## src/rtl/regfile_pkg.sv

```systemverilog
// Shared types and constants for the register-file write-port controller.
package regfile_pkg;

    localparam int unsigned DW   = 32;
    localparam int unsigned NREG = 8;
    localparam int unsigned AW   = $clog2(NREG);

    typedef enum logic [1:0] {
        GNT_NONE,
        GNT_ALU,
        GNT_MUL
    } grant_t;

    typedef enum logic {
        PRIO_ALU,
        PRIO_MUL
    } prio_t;

    typedef struct packed {
        logic [AW-1:0] addr;
        logic [DW-1:0] data;
    } wr_req_t;

    // One-hot decode of a register address into a write-enable vector.
    function automatic logic [NREG-1:0] onehot_dec(input logic [AW-1:0] addr);
        onehot_dec = NREG'(1) << addr;
    endfunction

endpackage

```

## src/rtl/wr_scoreboard.sv

```systemverilog
// Busy scoreboard: one bit per register marking an outstanding multiplier write.
module wr_scoreboard
    import regfile_pkg::*;
(
    input  logic            clk,
    input  logic            reset,
    input  logic            set_en,
    input  logic [AW-1:0]   set_addr,
    input  logic            clr_en,
    input  logic [AW-1:0]   clr_addr,
    output logic [NREG-1:0] busy
);

    logic [NREG-1:0] busy_q;
    logic [NREG-1:0] busy_d;

    // Clear first so a same-address set in the same cycle wins.
    always_comb begin
        busy_d = busy_q;
        if (clr_en) begin
            busy_d[clr_addr] = 1'b0;
        end
        if (set_en) begin
            busy_d[set_addr] = 1'b1;
        end
    end

    always_ff @(posedge clk) begin
        if (reset) begin
            busy_q <= '0;
        end else begin
            busy_q <= busy_d;
        end
    end

    assign busy = busy_q;

endmodule

```

## src/rtl/regfile_wr_arbiter.sv

```systemverilog
// Shares the register file's single write port between the ALU and multiplier
// result paths with round-robin arbitration and a WAW busy scoreboard.
module regfile_wr_arbiter
    import regfile_pkg::*;
(
    input  logic            clk,
    input  logic            reset,
    input  logic            alu_valid,
    input  logic [AW-1:0]   alu_addr,
    input  logic [DW-1:0]   alu_data,
    output logic            alu_ready,
    input  logic            mul_valid,
    input  logic [AW-1:0]   mul_addr,
    input  logic [DW-1:0]   mul_data,
    output logic            mul_ready,
    input  logic            rsv_valid,
    input  logic [AW-1:0]   rsv_addr,
    output logic            rsv_ready,
    output logic [NREG-1:0] wr_en,
    output logic [DW-1:0]   wr_data,
    output logic [NREG-1:0] busy
);

    grant_t          gnt_c;
    prio_t           prio_q;
    prio_t           prio_d;
    logic [NREG-1:0] wr_en_q;
    logic [NREG-1:0] wr_en_d;
    logic [DW-1:0]   wr_data_q;
    logic [DW-1:0]   wr_data_d;
    logic [NREG-1:0] busy_c;
    logic            alu_elig_c;
    logic            mul_elig_c;
    logic            rsv_set_c;
    wr_req_t         alu_req_c;
    wr_req_t         mul_req_c;
    wr_req_t         sel_req_c;

    always_comb begin
        alu_req_c.addr = alu_addr;
        alu_req_c.data = alu_data;
        mul_req_c.addr = mul_addr;
        mul_req_c.data = mul_data;
    end

    // Eligibility and 2-way round-robin; only an actual grant moves prio.
    always_comb begin
        gnt_c      = GNT_NONE;
        prio_d     = prio_q;
        sel_req_c  = alu_req_c;
        alu_elig_c = !reset && alu_valid && !busy_c[alu_addr];
        mul_elig_c = !reset && mul_valid;
        if (alu_elig_c && mul_elig_c) begin
            gnt_c = (prio_q == PRIO_MUL) ? GNT_MUL : GNT_ALU;
        end else if (alu_elig_c) begin
            gnt_c = GNT_ALU;
        end else if (mul_elig_c) begin
            gnt_c = GNT_MUL;
        end
        case (gnt_c)
            GNT_ALU: begin
                prio_d = PRIO_MUL;
            end
            GNT_MUL: begin
                prio_d    = PRIO_ALU;
                sel_req_c = mul_req_c;
            end
            default: begin
            end
        endcase
    end

    // Write-port stage: enables pulse for one cycle, data holds when idle.
    always_comb begin
        wr_en_d   = '0;
        wr_data_d = wr_data_q;
        if (gnt_c != GNT_NONE) begin
            wr_en_d   = onehot_dec(sel_req_c.addr);
            wr_data_d = sel_req_c.data;
        end
    end

    always_ff @(posedge clk) begin
        if (reset) begin
            prio_q    <= PRIO_ALU;
            wr_en_q   <= '0;
            wr_data_q <= '0;
        end else begin
            prio_q    <= prio_d;
            wr_en_q   <= wr_en_d;
            wr_data_q <= wr_data_d;
        end
    end

    assign alu_ready = (gnt_c == GNT_ALU);
    assign mul_ready = (gnt_c == GNT_MUL);
    assign rsv_ready = !reset && !busy_c[rsv_addr];
    assign rsv_set_c = rsv_valid && rsv_ready;

    wr_scoreboard u_scoreboard (
        .clk      (clk),
        .reset    (reset),
        .set_en   (rsv_set_c),
        .set_addr (rsv_addr),
        .clr_en   (mul_ready),
        .clr_addr (mul_addr),
        .busy     (busy_c)
    );

    assign wr_en   = wr_en_q;
    assign wr_data = wr_data_q;
    assign busy    = busy_c;

endmodule

```

## config.mk

```make
export PLATFORM = sky130hd
export DESIGN_NAME = regfile_wr_arbiter
export DESIGN_NICKNAME = d
export VERILOG_FILES = /design/src/rtl/regfile_pkg.sv /design/src/rtl/wr_scoreboard.sv /design/src/rtl/regfile_wr_arbiter.sv
export SDC_FILE = /design/constraint.sdc
export NUM_CORES = 1
export LEC_CHECK = 0
export ABC_AREA = 1
export BUFFER_PORTS_ARGS = -buffer_cell sky130_fd_sc_hd__buf_2
export CORE_MARGIN = 4
export CORE_UTILIZATION = 35
export CTS_CLUSTER_DIAMETER = 100
export DETAILED_ROUTE_END_ITERATION = 10
export GPL_TIMING_DRIVEN = 0
export PLACE_DENSITY = 0.65
export REMOVE_ABC_BUFFERS = 1
export SYNTH_ARGS = -nofsm -noshare
export SYNTH_HDL_FRONTEND = slang
export SYNTH_SLANG_ARGS = --single-unit
export TNS_END_PERCENT = 50
```

## constraint.sdc

```tcl
create_clock -name clk -period 4.8 [get_ports clk]
set_clock_uncertainty 0.2 [all_clocks]
set_input_delay 0.24 -clock clk [delete_from_list [all_inputs] [get_ports clk]]
set_output_delay 0.24 -clock clk [all_outputs]
set_load 0.02 [all_outputs]
```

## Yosys cells after proc, flatten, opt, wreduce, memory -nomap -nowiden

Cells that the tools add are included.

| word-level totals | value |
|---|---|
| flip-flop bits (word level) | 49 |
| word-level logic and storage cells | 46 |

| operators by class | value |
|---|---|
| order comparisons | 5 |
| equal/unequal tests | 2 |
| shift-type cells | 1 |
| muxes and demuxes | 16 |
| bitwise logic cells | 4 |
| reduce and logical (&&, ||, !) cells | 14 |

Operator list:

| operator | count |
|---|---|
| two-way mux 35 bit | 1 |
| two-way mux 8 bit | 2 |
| < comparator 3 x 4 -> 1 bit, second input constant | 3 |
| bitwise AND 8 bit | 1 |
| logical AND 1 bit | 8 |
| two-way mux 2 bit | 4 |
| NOT 8 bit | 1 |
| OR 8 bit | 1 |
| left shift 1 x 3 -> 8 bit, first input constant | 1 |
| binary-select mux 1 bit (select 3 bit) | 2 |
| demux 1 bit (select 3 bit) | 2 |
| greater-or-equal comparator 3 x 1 -> 1 bit, second input constant | 2 |
| two-way mux 1 bit | 4 |
| nonzero test 2 bit | 2 |
| zero test 1 bit | 3 |
| == test 2 x 1 -> 1 bit, second input constant | 1 |
| == test 2 bit, second input constant | 1 |
| case mux 1 bit (2 select lines) | 1 |
| OR reduction 2 bit | 1 |
| NOT 1 bit | 1 |

## Logic depth before layout (Yosys ltp)

Gate-level depths: netlist of run 1.

| depth | value |
|---|---|
| depth in word-level cells | 10 |
| gate-level depth with buffers | 15 |
| depth with buffers taken out | 14 |

## By module

Synthesis of run 1 repeated with hierarchy kept, for this count alone.

| second synthesis, totals | value |
|---|---|
| cells, all modules | 302 |
| area total of the unflattened synthesis | 2371.0 um^2 |

By module, submodules not included:

| module | times used | cells each | area each (um^2) |
|---|---|---|---|
| regfile_wr_arbiter | 1 | 240 | 1978.1 |
| wr_scoreboard | 1 | 62 | 392.9 |

## Worst setup path before layout of run 1

OpenSTA, ideal clock, no wires.

| timing | value |
|---|---|
| path type | reg-to-reg |
| from | register u_scoreboard.busy_q[2] (netlist: u_scoreboard.busy[2]) |
| to | register wr_data_q[21] (netlist: wr_data[21]) |
| data arrival time | 2.124 ns |
| path slack | 2.348 ns |
| cell stages (with the launch flop) | 14 |
| period minus slack after synthesis | 2.452 ns |
| cell sequence | dfxtp_1 -> inv_1 -> a21oi_1 -> o21ai_0 -> nand2_1 -> nand2_1 -> nand4_1 -> nand2_1 -> inv_1 -> ha_1 -> buf_4 -> clkbuf_4 -> mux2i_1 -> o21ai_0 |

| on the way | value |
|---|---|
| word-level cells in the longest chain between the ends | 8 |
| elaborated cells on any way between the ends | 10 |
| classes of those cells | 1 x eq/ne; 5 x mux; 4 x reduce/logical |

Ends and longest elaborated chain:

| element | RTL line | source |
|---|---|---|
| from (decl) | wr_scoreboard.sv:14 | `logic [NREG-1:0] busy_q;` |
| from (signal assigned) | wr_scoreboard.sv:32 | `busy_q <= busy_d;` |
| binary-select mux 1 bit (select 3 bit) (*) | regfile_wr_arbiter.sv:51 | `alu_elig_c = !reset && alu_valid && !busy_c[alu_addr];` |
| two-way mux 1 bit (implied by the code) (*) | regfile_wr_arbiter.sv:51 |  |
| zero test 1 bit (*) | regfile_wr_arbiter.sv:51 |  |
| logical AND 1 bit (*) | regfile_wr_arbiter.sv:51 |  |
| two-way mux 2 bit / logical AND 1 bit (equally long branches) | regfile_wr_arbiter.sv:55, regfile_wr_arbiter.sv:53 |  |
| two-way mux 2 bit (*) | regfile_wr_arbiter.sv:53 | `if (alu_elig_c && mul_elig_c) begin` |
| == test 2 bit (*) | - |  |
| net mul_ready | regfile_wr_arbiter.sv:15 | `output logic mul_ready,` |
| two-way mux 35 bit (*) | regfile_wr_arbiter.sv:60 | `case (gnt_c)` |
| to (signal assigned) | regfile_wr_arbiter.sv:91 | `wr_data_q <= wr_data_d;` |
| to (decl) | regfile_wr_arbiter.sv:29 | `logic [DW-1:0] wr_data_q;` |

Mark *: on every way through the listed nets, which the timed path passes. The rest lies on a longest branch. The select of a mux whose other input is x is not followed.
A chain may end at the register's enable or synchronous reset.

## Worst setup path after layout of run 1

| timing | value |
|---|---|
| from | input port reset |
| to | register wr_en_q[0] (netlist: wr_en[0]) |

| on the way | value |
|---|---|
| word-level cells in the longest chain between the ends | 8 |
| elaborated cells on any way between the ends | 14 |
| classes of those cells | 1 x eq/ne; 1 x shift; 4 x mux; 1 x bitwise; 7 x reduce/logical |

Ends and longest elaborated chain:

| element | RTL line | source |
|---|---|---|
| from (decl) | regfile_wr_arbiter.sv:7 | `input logic reset,` |
| zero test 1 bit | regfile_wr_arbiter.sv:51, regfile_wr_arbiter.sv:52 |  |
| logical AND 1 bit, on equally long branches | regfile_wr_arbiter.sv:52, regfile_wr_arbiter.sv:51 |  |
| two-way mux 2 bit / logical AND 1 bit (equally long branches) | regfile_wr_arbiter.sv:57, regfile_wr_arbiter.sv:51 |  |
| two-way mux 2 bit / logical AND 1 bit (equally long branches) | regfile_wr_arbiter.sv:55, regfile_wr_arbiter.sv:53 |  |
| two-way mux 2 bit | regfile_wr_arbiter.sv:53 |  |
| == test 2 bit / nonzero test 2 bit (equally long branches) | regfile_wr_arbiter.sv:60, regfile_wr_arbiter.sv:77 |  |
| two-way mux 35 bit / NOT 1 bit (equally long branches) | - |  |
| left shift 1 x 3 -> 8 bit / OR reduction 2 bit (equally long branches) | - |  |
| to (signal assigned) | regfile_wr_arbiter.sv:90 | `wr_en_q <= wr_en_d;` |
| to (decl) | regfile_wr_arbiter.sv:27 | `logic [NREG-1:0] wr_en_q;` |

Parallel ways exist; a longest one is shown, timed or not.

==> impl_metrics.tcl, run 1 <==
set metrics [dict create \
    globalplace.congestion 0.857 \
    final_nets 490 \
    cp.arrival_ps 3780 \
    grt_max_degree 37 \
    setup_violations 0 \
    cts_hold_buffers 0 \
    synth-seq-area-share_pct 41.4 \
    cp_slowest_cell "ha_1" \
    worst_pin_slew_ps 1240 \
    syn_area_um2 2370 \
    io_buffer_count 128 \
    swShare_pct 30.4 \
    syn_area_per_cell_um2 8.20 \
    slowest_delay_ps 990 \
    viasPerCell 4.96 \
    internal_power_uw 611 \
    track_usage_pct 15.6 \
    drtIter0Drc 128 \
    synth.distinct_cells 25 \
    cp-start-kind "input pin" \
    rsz0062_at_grt "no" \
    die_x_um 90.3 \
    cp_common_cell "nand2_1" \
    yosysWarnings 0 \
    cellLeakagePower_uw 0.00150 \
    period_share_pct 78.9 \
    clockBufferDepth 2 \
    required_ps 4790 \
    p_per_area_nw_per_um2 283 \
    hold_violations 0 \
    combPwrFrac_pct 22.1 \
    cts_setup_buffers 0 \
    cts_buffers 5 \
    net-switching-power_uw 267 \
    relSlewSlack_pct 17.5 \
    post-dp-hpwl_mm 4.88 \
    ant_nets 0 \
    clkLatencyLatePin_ps 300 \
    grt_pass1_vias 2319 \
    cpLargestDelayFamily "buffers and inverters" \
    final_util_pct 48.1 \
    die_h_um 90.3 \
    cp_cell_sequence "buf_2, clkinv_2, nand2_1, inv_1, nand2_1, nand4_1, nand2_1, ha_1, nor2_1, inv_1, or2_1, nor2_1" \
    status "finished, final reports clean" \
    cts.sinks 49 \
    yosysTopAreaCellShare_pct 41.4 \
    crit_buf_inv 4 \
    ir_worst_vdd_mv 0.109 \
    total_power_uw 878 \
    drive_above_1_share_pct 35.9 \
    grt_overflow 0 \
    fmax_mhz 264 \
    layout.cells.most_common "buf_2" \
    ctsResizeCount 0 \
    synth_area_leaders "dfxtp_1 (41%), mux2i_1 (14%), o21ai_0 (9.9%)" \
    syn_inst 289 \
    holdCritPathClass "input pin to flip-flop" \
    n_antenna_cell 0 \
    grt_pass1_wl_mm 10.5 \
    dr.pass1.iters 4 \
    final_cells 486 \
    core_area_um2 6460 \
    drv_cap 0 \
    seqPwrFrac_pct 50.7 \
    maxSlewViolCount 0 \
    area_growth_pct 31.0 \
    io_pins 129 \
    start_util_pct 36.7 \
    yosysTopAreaCell "dfxtp_1" \
    cts-root-buf "clkbuf_8" \
    num_rows 29 \
    h-tree-depth 2 \
    path_class "input pin to flip-flop" \
    path_max_fanout 36 \
    wl_per_cell_um 13.2 \
    die-area_um2 8150 \
    layout_common_cells "buf_2 (128), dfxtp_1 (49), o21ai_0 (47)" \
    endpoint_kind "flip-flop" \
    routed_wl_mm 6.42 \
    dp.cells 478 \
    tritoncts "yes" \
    post-route-drc-count 0 \
    num_vias 2411 \
    clk_pin_slew_worst_paths_ps 90 \
    ys_seq_elements 49 \
    setup_tns_ps 0 \
    min_period_ps 3790 \
    p_clk_share_pct 27.2 \
    antenna_found_initial 0 \
]
## Yosys cell counts
master	instances
dfxtp_1	49
o21ai_0	47
nand3_1	33
mux2i_1	32
nand2_1	27
inv_1	23
nor2_1	19
a21oi_1	11
nand4_1	11
clkbuf_1	9
ha_1	4
nand2_2	4
buf_4	3
nor3_1	3
buf_6	2
nand3_2	2
nor2_4	2
buf_12	1
buf_2	1
clkbuf_4	1
clkinv_2	1
inv_12	1
nor4_1	1
o211ai_1	1
or2_1	1
## registers in the layout (all words and copies together) (netlist names)
register	cells
prio_q	1
u_scoreboard.busy	8
wr_data	32
wr_en	8
## worst reg2reg max path, stage by stage (launching register included)
cell,delay [ps]
dfxtp_1,360
nor2_1,100
nor2_1,40
o21ai_0,70
nand2_1,80
nand2_1,60
nand4_1,200
nand2_1,180
ha_1,990
nor2_1,170
inv_1,690
or2_1,270
nor2_1,60
## final timing paths
path / end / from / cells past startpoint / slack, ps
setup reg to reg: wr_en[0]$_SDFF_PP0_ / u_scoreboard.busy[6]$_SDFF_PP0_ / 12 / 1250
hold / removal: wr_data[6]$_SDFFE_PP0P_ / alu_data[6] / 3 / 8
hold reg to reg: wr_data[15]$_SDFFE_PP0P_ / wr_data[15]$_SDFFE_PP0P_ / 2 / 290
setup / recovery: wr_en[0]$_SDFF_PP0_ / reset / 12 / 1010
## layer usage
layer | GRT usage (%) | vias to the layer above | part of all wire (%) | wire [µm]
li1 | - | 1227 | - | -
met1 | 17.9 | 1075 | 42 | 2710
met2 | 28.2 | 105 | 48 | 3100
met3 | 5.50 | 4 | 8.9 | 572
met4 | 2.93 | 0 | 0.50 | 32
met5 | 0 | - | 0 | 0
## final cells by class
type                    count  area [µm²]
clock inverters             2        13.8
well taps                  77        96.3
repair buffers            129         661
fillers                   670        3350
flip-flops and latches     49         981
inverters                  25         108
clock buffers               6        72.6
multi-input cells         198        1170
## power by group through the flow
stage / registers (µW) / logic (µW) / clock network (µW)
6_report: 445 / 194 / 239
5_1_grt: 448 / 216 / 267
4_1_cts: 445 / 197 / 248
3_5_place_dp: 453 / 197 / 0
3_3_place_gp: 453 / 195 / 0
2_1_floorplan: 484 / 80.8 / 0
## stage by stage
step	hold slack, ps	cell area (µm²)	worst slack, ps
CTS	3.65	3100	875
floorplan	109	2260	1330
global placement	259	3000	592
global route	9.98	3100	470
finish	8.05	3100	1010
detailed placement	270	3020	559
## cell families (layout without fill, tap and decap cells)
family / after synthesis / in the layout / share of synthesized area [%]
AND/OR/NAND/NOR: 103 / 103 / 21.2
multiplexers: 32 / 32 / 13.5
flip-flops: 49 / 49 / 41.4
adder cells (fa/ha/maj): 4 / 4 / 2.11
AO/OA/AOI/OAI: 59 / 59 / 12.6
buffers and inverters: 42 / 162 / 9.24
Power figures use the tool's default switching activity.
==> inputs of run 2 (changes only) <==
- clock period: 4.8 -> 3.6 ns (I/O delays scaled with it)
==> impl_metrics.tcl, run 2 (same netlist as run 1, synthesis figures left out) <==
set metrics [dict create \
    status "finished, final reports clean" \
    layout.cells.most_common "buf_2" \
    cts_buffers 5 \
    start_util_pct 36.7 \
    p_per_area_nw_per_um2 334 \
    h-tree-depth 2 \
    layout_common_cells "buf_2 (128), dlygate4sd3_1 (65), dfxtp_1 (49)" \
    num_rows 29 \
    die-area_um2 8150 \
    final_util_pct 58.2 \
    period_share_pct 89.7 \
    dpl_cell_area_um2 3020 \
    num_vias 2744 \
    fillerInstances 589 \
    wl_per_cell_um 14.1 \
    die_x_um 90.3 \
    worst_pin_slew_ps 854 \
    ir_worst_vdd_mv 0.154 \
    worst_slack_ps 372 \
    path_max_fanout 36 \
    grt_pass1_vias 2821 \
    cts.sinks 49 \
    drv_cap 0 \
    largest_reg_flops 32 \
    required_ps 3530 \
    post-dp-hpwl_mm 4.88 \
    min_period_ps 3230 \
    cts-root-buf "clkbuf_8" \
    ant_nets 0 \
    io_pins 129 \
    dp.cells 478 \
    antenna_found_initial 0 \
    die_h_um 90.3 \
    n_antenna_cell 0 \
    area_growth_pct 58.6 \
    rsz0062_at_grt "no" \
    core_area_um2 6460 \
    final_nets 555 \
    clkLatencyLatePin_ps 290 \
    relSlewSlack_pct 43.0 \
    hold_violations 0 \
    cp-start-kind "input pin" \
    drive_above_1_share_pct 31.2 \
    endpoint_kind "flip-flop" \
    fin_area_um2 3760 \
    cts_setup_buffers 0 \
    grt_overflow 0 \
    cellLeakagePower_uw 0.00177 \
    routed_wl_mm 7.77 \
    maxSlewViolCount 0 \
    cp.arrival_ps 3160 \
    path_class "input pin to flip-flop" \
    pre_cts_slack_ps -581 \
    tritoncts "yes" \
    holdCritPathClass "input pin to flip-flop" \
    dr.pass1.iters 4 \
    globalplace.congestion 0.857 \
    track_usage_pct 19.0 \
    clk_pin_slew_worst_paths_ps 90 \
    clockBufferDepth 2 \
    setup_violations 0 \
    viasPerCell 4.98 \
    post-route-drc-count 0 \
    io_buffer_count 128 \
    grt_max_degree 37 \
    final_cells 551 \
    grt_pass1_wl_mm 12.8 \
    fmax_mhz 310 \
    drtIter0Drc 140 \
]
run 2: worst max-delay path, cell delays in order:
cell and delay, ps:
buf_2 140, clkinv_2 410, nand2_1 170, inv_1 60
nand2_1 50, nand4_1 220, nand2_1 190, ha_2 640
nor2_1 150, inv_1 660, o21ai_0 280
run 2: stage by stage:
stage / power, µW / hold WS, ps / setup TNS (ps)
floorplan: 753 / 49.1 / 0
global placement: 864 / 252 / -19080
detailed placement: 867 / 267 / -18800
CTS: 1250 / 15.5 / 0
global route: 1330 / 34.1 / 0
finish: 1250 / 29.7 / 0
run 2: per-layer routing:
metal	wire length, µm	global-route usage, %	share of wire (%)
met3	568	6.50	7.3
met4	220	7.27	2.8
met5	0	0	0
met1	3130	21.1	40
met2	3860	33.5	50
run 2: cell type report:
class	count	area (µm²)	share of cell area [%]
repair buffers	194	1310	34.9
multi-input cells	198	1170	31.3
flip-flops and latches	49	981	26.1
inverters	25	108	2.86
well taps	77	96.3	2.56
clock buffers	6	72.6	1.93
clock inverters	2	13.8	0.366
run 2: where the power goes:
group	switching [µW]	total (µW)	internal, µW	leakage, µW
registers	17.9	594	576	0.000401
logic	177	337	160	0.00132
clock network	184	323	139	0.0000456
total	379	1250	875	0.00177
run 2: repair_timing:
action                                 CTS  global route
gates resized for setup                  1             0
setup endpoints to repair               36             0
endpoints found under the hold margin   40             0
hold buffers                            65             0
run 2: final timing paths:
check,startpoint,endpoint,slack (ps),cells after the start
setup / recovery,reset,wr_data[11]$_SDFFE_PP0P_,370,11
hold reg to reg,wr_data[13]$_SDFFE_PP0P_,wr_data[13]$_SDFFE_PP0P_,290,2
setup reg to reg,u_scoreboard.busy[6]$_SDFF_PP0_,wr_data[11]$_SDFFE_PP0P_,430,11
hold / removal,rsv_valid,u_scoreboard.busy[1]$_SDFF_PP0_,30,3
==> inputs of run 3 (changes only) <==
- ABC_AREA: 1 -> not set
- PLACE_DENSITY: 0.65 -> 0.66
==> impl_metrics.tcl, run 3 <==
set metrics [dict create \
    layout.cells.most_common "buf_2" \
    synthTopCellsByCount "nor2_1 (80), dfxtp_1 (49), mux2i_1 (39)" \
    syn_area_per_cell_um2 8.42 \
    grt_pass1_vias 1960 \
    r2r-start "u_scoreboard.busy[7]$_SDFF_PP0_" \
    path_max_fanout 25 \
    cts_hold_buffers 0 \
    n_antenna_cell 0 \
    seqCellArea_um2 981 \
    maxSlewViolCount 0 \
    period_share_pct 82.8 \
    synth_edf_count 0 \
    die-area_um2 7980 \
    start_util_pct 36.3 \
    io_buffer_count 128 \
    fmax_mhz 335 \
    net-switching-power_uw 356 \
    yosysTopAreaCellShare_pct 42.4 \
    grt_max_degree 47 \
    ant_nets 0 \
    cp-start-kind "flip-flop" \
    clkLatencyLatePin_ps 290 \
    combPwrFrac_pct 22.4 \
    drive_above_1_share_pct 36.2 \
    grt_pass1_wl_mm 8.69 \
    ys_seq_elements 49 \
    swShare_pct 27.8 \
    routed_wl_mm 5.73 \
    grt_overflow 0 \
    worst_pin_slew_ps 841 \
    tritoncts "yes" \
    num_vias 2291 \
    min_period_ps 2980 \
    holdCritPathClass "input pin to flip-flop" \
    relSlewSlack_pct 43.9 \
    internal_power_uw 923 \
    post-route-drc-count 0 \
    globalplace.congestion 0.864 \
    largest_reg_flops 32 \
    wl_per_cell_um 12.2 \
    final_nets 473 \
    synth_area_leaders "dfxtp_1 (42%), mux2i_1 (17%), nor2_1 (13%)" \
    num_rows 29 \
    status "finished, final reports clean" \
    ir_worst_vdd_mv 0.173 \
    final_util_pct 49.1 \
    synth.distinct_cells 26 \
    dp.cells 461 \
    ys_async_sr_fraction_pct 0 \
    drv_cap 0 \
    clockBufferDepth 2 \
    dr.pass1.iters 4 \
    track_usage_pct 13.6 \
    rsz0062_at_grt "no" \
    cts.sinks 49 \
    fillerInstances 642 \
    synth_flop_cell "dfxtp_1" \
    p_per_area_nw_per_um2 408 \
    multi_input_area_um2 1230 \
    min-delay-start "mul_addr[0]" \
    core_area_um2 6390 \
    ctsResizeCount 0 \
    yosysWarnings 0 \
    syn_inst 275 \
    required_ps 3560 \
    final_cells 469 \
    yosysMostFrequentCell "nor2_1" \
    startpoint "u_scoreboard.busy[7]$_SDFF_PP0_" \
    antenna_found_initial 0 \
    cts-root-buf "clkbuf_8" \
    path_class "flip-flop to flip-flop" \
    viasPerCell 4.88 \
    h-tree-depth 2 \
    endpoint_kind "flip-flop" \
    die_h_um 89.3 \
    post-dp-hpwl_mm 4.39 \
    area_growth_pct 35.3 \
    drtIter0Drc 68 \
    p_clk_share_pct 31.2 \
    cts_setup_buffers 0 \
    cellLeakagePower_uw 0.00148 \
    layout_common_cells "buf_2 (128), nor2_1 (80), dfxtp_1 (49)" \
    setup_violations 0 \
    clk_pin_slew_worst_paths_ps 90 \
    cts_buffers 5 \
    seqPwrFrac_pct 46.3 \
    synth-seq-area-share_pct 42.4 \
    yosysTopAreaCell "dfxtp_1" \
    syn_area_um2 2320 \
    hold_violations 0 \
    die_x_um 89.3 \
    io_pins 129 \
    cp.arrival_ps 2940 \
]
-- run 3: cell count changes after synthesis, moves of 4 or more --
cell and delta:
nor2_1 +61, o21ai_0 -45, nand3_1 -33, a21oi_1 +24, nand2_1 -23, inv_1 -19
nand4_1 -11, a31oi_1 +10, a311oi_1 +8, mux2i_1 +7, clkbuf_1 +4, nand2_2 -4
nor2b_1 +4
-- run 3: worst paths after layout --
check,end,slack (ps),cells after the start
hold reg to reg,wr_data[8]$_SDFFE_PP0P_,290,2
hold / removal,wr_en[3]$_SDFF_PP0_,30,3
setup / recovery,wr_data[0]$_SDFFE_PP0P_,620,10
setup reg to reg,wr_data[0]$_SDFFE_PP0P_,620,10
-- run 3: power by group through the flow --
stage / Combinational, µW / Clock [µW] / Sequential, µW
2_1_floorplan: 130 / 0 / 644
3_3_place_gp: 281 / 0 / 604
3_5_place_dp: 291 / 0 / 605
4_1_cts: 292 / 419 / 593
5_1_grt: 320 / 440 / 597
6_report: 287 / 400 / 593
-- run 3: cells by family after synthesis --
logic type	Yosys count	share of synthesized area, %
muxes	40	17.8
and+or+nand+nor	99	18.3
DFF	49	42.4
AOI/OAI and AO/OA	58	14.7
buffers and inverters	25	4.59
adders and majority gates	4	2.16
-- run 3: metal layers --
layer	routed length [µm]	vias up	global-route usage [%]
met2	2730	88	24.0
met1	2450	1017	17.1
met3	533	4	3.50
met5	0	-	0
li1	-	1182	-
met4	27	0	1.62
-- run 3: area by class of cell --
type	count	area share (%)
Clock buffer	6	2.63
Multi-Input combinational cell	201	39.4
Sequential cell	49	31.3
Inverter	4	0.479
Clock inverter	2	1.20
Tap cell	77	3.07
Timing Repair Buffer	130	22.0
-- run 3: stage by stage --
step	instance area [µm²]	total power (µW)	hold WS, ps	setup WS [ps]	setup TNS (ps)
floorplan	2220	774	52.1	-110	-3920
global placement	2960	885	264	-513	-18780
detailed placement	3010	896	273	587	0
CTS	3130	1300	20.5	593	0
global route	3130	1360	35.1	379	0
finish	3130	1280	25.6	618	0
-- run 3: worst max-delay path, stage by stage (launching register included) --
cell and delay [ps]:
dfxtp_1 410, mux2i_1 100, mux4_2 510, nand4b_2 180, and3b_1 200, ha_2 490, buf_12 270, mux2i_1 210
nor2_1 50, a21oi_1 140, nor2_1 50
